**src/rtl/mem_arbiter.sv**
```systemverilog
// Round-robin arbiter sharing one single-port byte memory between an
// instruction-fetch port (A) and a data port (B); three cycles per access.
module mem_arbiter #(
    parameter int BYTE_SIZE  = 4,
    parameter int ADDR_WIDTH = 32,
    parameter int MEM_BYTES  = 36
) (
    input  logic                    clk,
    input  logic                    reset,
    input  logic                    a_req,
    input  logic                    a_we,
    input  logic [ADDR_WIDTH-1:0]   a_addr,
    input  logic [8*BYTE_SIZE-1:0]  a_wd,
    output logic                    a_ack,
    output logic [8*BYTE_SIZE-1:0]  a_rd,
    output logic                    a_err,
    input  logic                    b_req,
    input  logic                    b_we,
    input  logic [ADDR_WIDTH-1:0]   b_addr,
    input  logic [8*BYTE_SIZE-1:0]  b_wd,
    output logic                    b_ack,
    output logic [8*BYTE_SIZE-1:0]  b_rd,
    output logic                    b_err,
    output logic                    mem_we,
    output logic [ADDR_WIDTH-1:0]   mem_addr,
    output logic [8*BYTE_SIZE-1:0]  mem_wd,
    input  logic [8*BYTE_SIZE-1:0]  mem_rd
);

    localparam int DW = 8 * BYTE_SIZE;
    localparam logic [ADDR_WIDTH:0] SPAN  = (ADDR_WIDTH + 1)'(BYTE_SIZE);
    localparam logic [ADDR_WIDTH:0] LIMIT = (ADDR_WIDTH + 1)'(MEM_BYTES);

    typedef enum logic [1:0] {
        IDLE   = 2'd0,
        ACCESS = 2'd1,
        RESP   = 2'd2
    } state_t;

    state_t                 state_reg;
    logic                   last_b_reg;
    logic                   sel_b_reg;
    logic                   we_reg;
    logic                   err_reg;
    logic                   mem_we_reg;
    logic [ADDR_WIDTH-1:0]  mem_addr_reg;
    logic [DW-1:0]          mem_wd_reg;
    logic [1:0]             ack_reg;
    logic [1:0]             err_out_reg;
    logic [DW-1:0]          rd_reg [2];

    logic [1:0]             req_vec;
    logic [1:0]             we_vec;
    logic [1:0]             oor_vec;
    logic [ADDR_WIDTH-1:0]  addr_vec [2];
    logic [DW-1:0]          wd_vec [2];
    logic                   grant_b;

    assign req_vec     = {b_req, a_req};
    assign we_vec      = {b_we, a_we};
    assign addr_vec[0] = a_addr;
    assign addr_vec[1] = b_addr;
    assign wd_vec[0]   = a_wd;
    assign wd_vec[1]   = b_wd;

    // Range check one bit wider than the address so addr+BYTE_SIZE cannot wrap.
    genvar gi;
    generate
        for (gi = 0; gi < 2; gi++) begin : g_port
            logic [ADDR_WIDTH:0] end_addr;
            assign end_addr     = {1'b0, addr_vec[gi]} + SPAN;
            assign oor_vec[gi]  = end_addr > LIMIT;
        end
    endgenerate

    // On a tie the port that did not win the previous tie is granted.
    assign grant_b = req_vec[1] & (~req_vec[0] | ~last_b_reg);

    always_ff @(posedge clk) begin
        if (reset) begin
            state_reg    <= IDLE;
            last_b_reg   <= 1'b1;
            sel_b_reg    <= 1'b0;
            we_reg       <= 1'b0;
            err_reg      <= 1'b0;
            mem_we_reg   <= 1'b0;
            mem_addr_reg <= '0;
            mem_wd_reg   <= '0;
            ack_reg      <= '0;
            err_out_reg  <= '0;
            rd_reg[0]    <= '0;
            rd_reg[1]    <= '0;
        end else begin
            case (state_reg)
                IDLE: begin
                    ack_reg <= '0;
                    if (|req_vec) begin
                        sel_b_reg    <= grant_b;
                        if (&req_vec)
                            last_b_reg <= grant_b;
                        we_reg       <= we_vec[grant_b];
                        err_reg      <= oor_vec[grant_b];
                        mem_we_reg   <= we_vec[grant_b] & ~oor_vec[grant_b];
                        mem_addr_reg <= addr_vec[grant_b];
                        mem_wd_reg   <= wd_vec[grant_b];
                        state_reg    <= ACCESS;
                    end
                end
                ACCESS: begin
                    mem_we_reg             <= 1'b0;
                    mem_addr_reg           <= '0;
                    mem_wd_reg             <= '0;
                    rd_reg[sel_b_reg]      <= (~we_reg & ~err_reg) ? mem_rd : '0;
                    err_out_reg[sel_b_reg] <= err_reg;
                    ack_reg[sel_b_reg]     <= 1'b1;
                    state_reg              <= RESP;
                end
                RESP: begin
                    ack_reg   <= '0;
                    state_reg <= IDLE;
                end
                default: begin
                    ack_reg   <= '0;
                    state_reg <= IDLE;
                end
            endcase
        end
    end

    // Write strobe is gated by reset directly so a reset landing in ACCESS blocks the write.
    assign mem_we   = mem_we_reg & ~reset;
    assign mem_addr = mem_addr_reg;
    assign mem_wd   = mem_wd_reg;

    assign a_ack = ack_reg[0];
    assign b_ack = ack_reg[1];
    assign a_err = err_out_reg[0];
    assign b_err = err_out_reg[1];
    assign a_rd  = rd_reg[0];
    assign b_rd  = rd_reg[1];

endmodule

```
**config.mk**
```make
export PLATFORM = sky130hd
export DESIGN_NAME = mem_arbiter
export DESIGN_NICKNAME = d
export VERILOG_FILES = /design/src/rtl/mem_arbiter.sv
export SDC_FILE = /design/constraint.sdc
export NUM_CORES = 1
export LEC_CHECK = 0
export ABC_AREA = 1
export ABC_CLOCK_PERIOD_IN_PS = 3800
export CORE_MARGIN = 2
export CORE_UTILIZATION = 25
export CTS_BUF_LIST = sky130_fd_sc_hd__clkbuf_16
export DETAILED_ROUTE_END_ITERATION = 12
export GPL_ROUTABILITY_DRIVEN = 0
export GPL_TIMING_DRIVEN = 0
export PLACE_DENSITY = 0.55
export SYNTH_ARGS = -nofsm -noshare
export SYNTH_HDL_FRONTEND = slang
export SYNTH_SLANG_ARGS = --single-unit
```
**constraint.sdc**
```tcl
create_clock -name clk -period 3.8 [get_ports clk]
set_input_delay 0.57 -clock clk [delete_from_list [all_inputs] [get_ports clk]]
set_output_delay 0.57 -clock clk [all_outputs]
set_load 0.1 [all_outputs]
```
==> results.py <==
metrics = {
    "setup_path": {
        "crit_arrival_ns": 2.68,
        "critPathMaxFanout": 10,
        "worst_setup_path_start_kind": "primary input",
        "path_class": "primary input to output port",
        "reg2reg_depth": 6,
        "cp-startpoint": "reset",
        "cp_data_required_time_ns": 3.23,
        "crit_end": "mem_we",
        "endpoint_kind": "output port",
        "r2r_end": "mem_wd[18]",
        "r2r_setup_slack_ns": 1.03,
        "reg2reg_from": "state_reg[0]",
    },
    "timing": {
        "rsz0062_at_grt": "no",
        "final-setup-viol-count": 0,
        "setup_slack_ns": 0.5546,
        "fin_crit_ns": 3.245,
        "final.setup.tns_ns": 0,
        "fin_crit_sh": 0.8540,
        "worst_slew_pin_slew_ns": 1.072,
        "fmax_mhz": 308.1,
        "skew_ns": 0.01574,
        "finalHoldViolCount": 0,
        "maxSlewHeadroom": 0.2830,
        "maxSlewViolCount": 0,
    },
    "power_and_ir_drop": {
        "p_seq_frac": 0.342,
        "clkPwrFrac": 0.336,
        "max-vdd-ir-drop_v": 0.0002509,
        "power.density_nw_per_um2": 437.9,
        "netSwitchingPower_mw": 2.026,
        "cell_internal_pwr_mw": 3.032,
        "p_comb_frac": 0.322,
        "swShare": 0.4006,
        "p_leak_nw": 4.472,
    },
    "grt": {
        "top_usage_layer": "met2",
        "grt_pass1_wl_um": 43140,
        "grt_max_degree": 33,
        "grt_pass1_vias": 7843,
        "antenna_found_initial": 0,
        "gr-usage-met2": 0.3025,
        "grt_usage": 0.1800,
        "use_met1": 0.2302,
        "grt.overflow.total": 0,
        "met3_usage": 0.03694,
    },
    "die": {
        "die_y_um": 177.1,
        "coreArea_um2": 29560,
        "rows": 63,
        "fp.dieW_um": 177.1,
        "io_pins": 299,
        "die_area_um2": 31380,
        "start_util": 0.2535,
    },
    "cells_and_area": {
        "area_growth_pct": 54.11,
        "num_antenna_cells": 0,
        "finish.instance_area_um2": 11550,
        "mostFrequentLayoutCells": "298 x clkdlybuf4s50_1, 266 x nand2_1, 144 x nor2_1",
        "fin_nets": 1534,
        "largest_reg_flops": 64,
        "layout_commonest_cell": "clkdlybuf4s50_1",
        "drive_above_1_share": 0.05084,
    },
    "detailed_routing": {
        "firstDrtPassIters": 5,
        "routed_via_density": 4.537,
        "wl_per_cell_um": 16.35,
        "totalWireLength_um": 28900,
        "ant_nets": 0,
        "vias": 8016,
        "drc": 0,
        "drt_iter0_markers": 406,
    },
    "placement": {
        "place_area_um2": 10970,
        "port_buffers": 298,
        "place_hpwl_um": 22400,
        "dp_slack_ns": 0.2852,
    },
    "hold_path": {
        "hp-class": "register to register",
        "min-delay-start": "mem_wd[8]",
    },
    "job": {
        "max-cap-violations": 0,
    },
    "yosys": {
        "postSynthCellCount": 1047,
        "syn_nets": 1217,
        "synthTopCellsByArea": "edfxtp_1 26%, dfxtp_1 20%, nand2_1 13%",
        "synth_top_area_cell": "edfxtp_1",
        "ys_ff_latch": 139,
        "avgSynthCellArea_um2": 7.158,
        "yosysSeqAreaShare": 0.4568,
        "ys_warn_count": 0,
        "synth_top_area_frac": 0.2564,
        "syn_area_um2": 7495,
        "synth_cell_types": 31,
    },
    "clock_tree": {
        "clk_pin_slew_ns": 0.07,
        "cts.sinks": 139,
        "cts-root-buf": "clkbuf_16",
        "cts_resized": 0,
        "cts_hold_buf": 0,
        "cts_tree": "done",
        "postCtsSetupBuffers": 0,
        "numCtsBuffers": 17,
        "worstSkewPairLatency_ns": 0.42,
        "cts_max_path_buffers": 2,
        "cts-htree-levels": 4,
    },
    "run_status": {
        "status": "finished, final reports clean",
    },
}
==> metrics by stage <==
stage | total power [mW] | instances | hold slack, ns | utilization
after global placement | 3.393 | 1735 | 0.4394 | 0.3710
final | 5.058 | 1767 | 0.4583 | 0.3907
after global routing | 5.262 | 1767 | 0.4821 | 0.3907
after detailed placement | 3.395 | 1735 | 0.4458 | 0.3711
after CTS | 5.114 | 1767 | 0.4642 | 0.3907
after floorplan | 2.833 | 1047 | 0.4400 | -
==> worst max-delay path, cell delays in order <==
cell             delay [ns]
clkdlybuf4s50_1        0.44
clkbuf_1               0.26
nor2_1                 0.21
clkdlybuf4s50_1        1.19
==> cell usage after synthesis, drive strengths merged <==
cell and instances:
nand3b 5, buf 7, xnor2 5, clkinv 1, inv 113, clkbuf 32, a21boi 1, xor2 6
nand4 18, ha 4, and2 1, or2 2, o21bai 3, nand2 274, nor2 163, o21ai 143
a21oi 9, edfxtp 64, dfxtp 75, nand3 41, nor3 76, o211ai 4
==> how the worst min path moves through the flow <==
stage	cells past startpoint	end	slack, ns
2_1_floorplan	2	we_reg	0.44
3_5_place_dp	2	mem_addr[1]	0.45
4_1_cts	2	mem_wd[11]	0.46
5_1_grt	2	mem_addr[18]	0.48
6_report	2	mem_wd[8]	0.46
3_3_place_gp	2	mem_wd[8]	0.44
==> power groups by stage <==
stage               clock network [mW]  logic, mW  registers, mW
floorplan                            0      0.293           2.54
global placement                     0       1.63           1.76
detailed placement                   0       1.63           1.76
CTS                               1.75       1.64           1.73
global route                      1.81       1.71           1.74
finish                            1.70       1.63           1.73
==> area by class of cell <==
| class | instances | area [um2] |
|---|---|---|
| Clock buffer | 17 | 425.4 |
| Multi-Input combinational cell | 755 | 3495 |
| Fill cell | 3093 | 18010 |
| Clock inverter | 15 | 153.9 |
| Tap cell | 390 | 488.0 |
| Buffer | 39 | 153.9 |
| Sequential cell | 139 | 3423 |
| Inverter | 114 | 427.9 |
| Timing Repair Buffer | 298 | 2983 |
==> per-layer routing <==
layer | vias up | routed length, um | share of wire
met2 | 274 | 13390 | 0.46
met5 | - | 0 | 0
li1 | 4054 | - | -
met1 | 3655 | 12970 | 0.45
met4 | 0 | 595 | 0.021
met3 | 33 | 1938 | 0.067
==> kinds of logic after synthesis <==
logic type | after synthesis | share of synthesized area
flip-flops | 139 | 0.4568
AND/OR/NAND/NOR | 580 | 0.3366
AO/OA/AOI/OAI | 160 | 0.1095
XOR/XNOR | 11 | 0.01285
buffers and inverters | 153 | 0.07763
adder cells (fa/ha/maj) | 4 | 0.006678
Note: power is estimated with default switching activity, not from simulation.
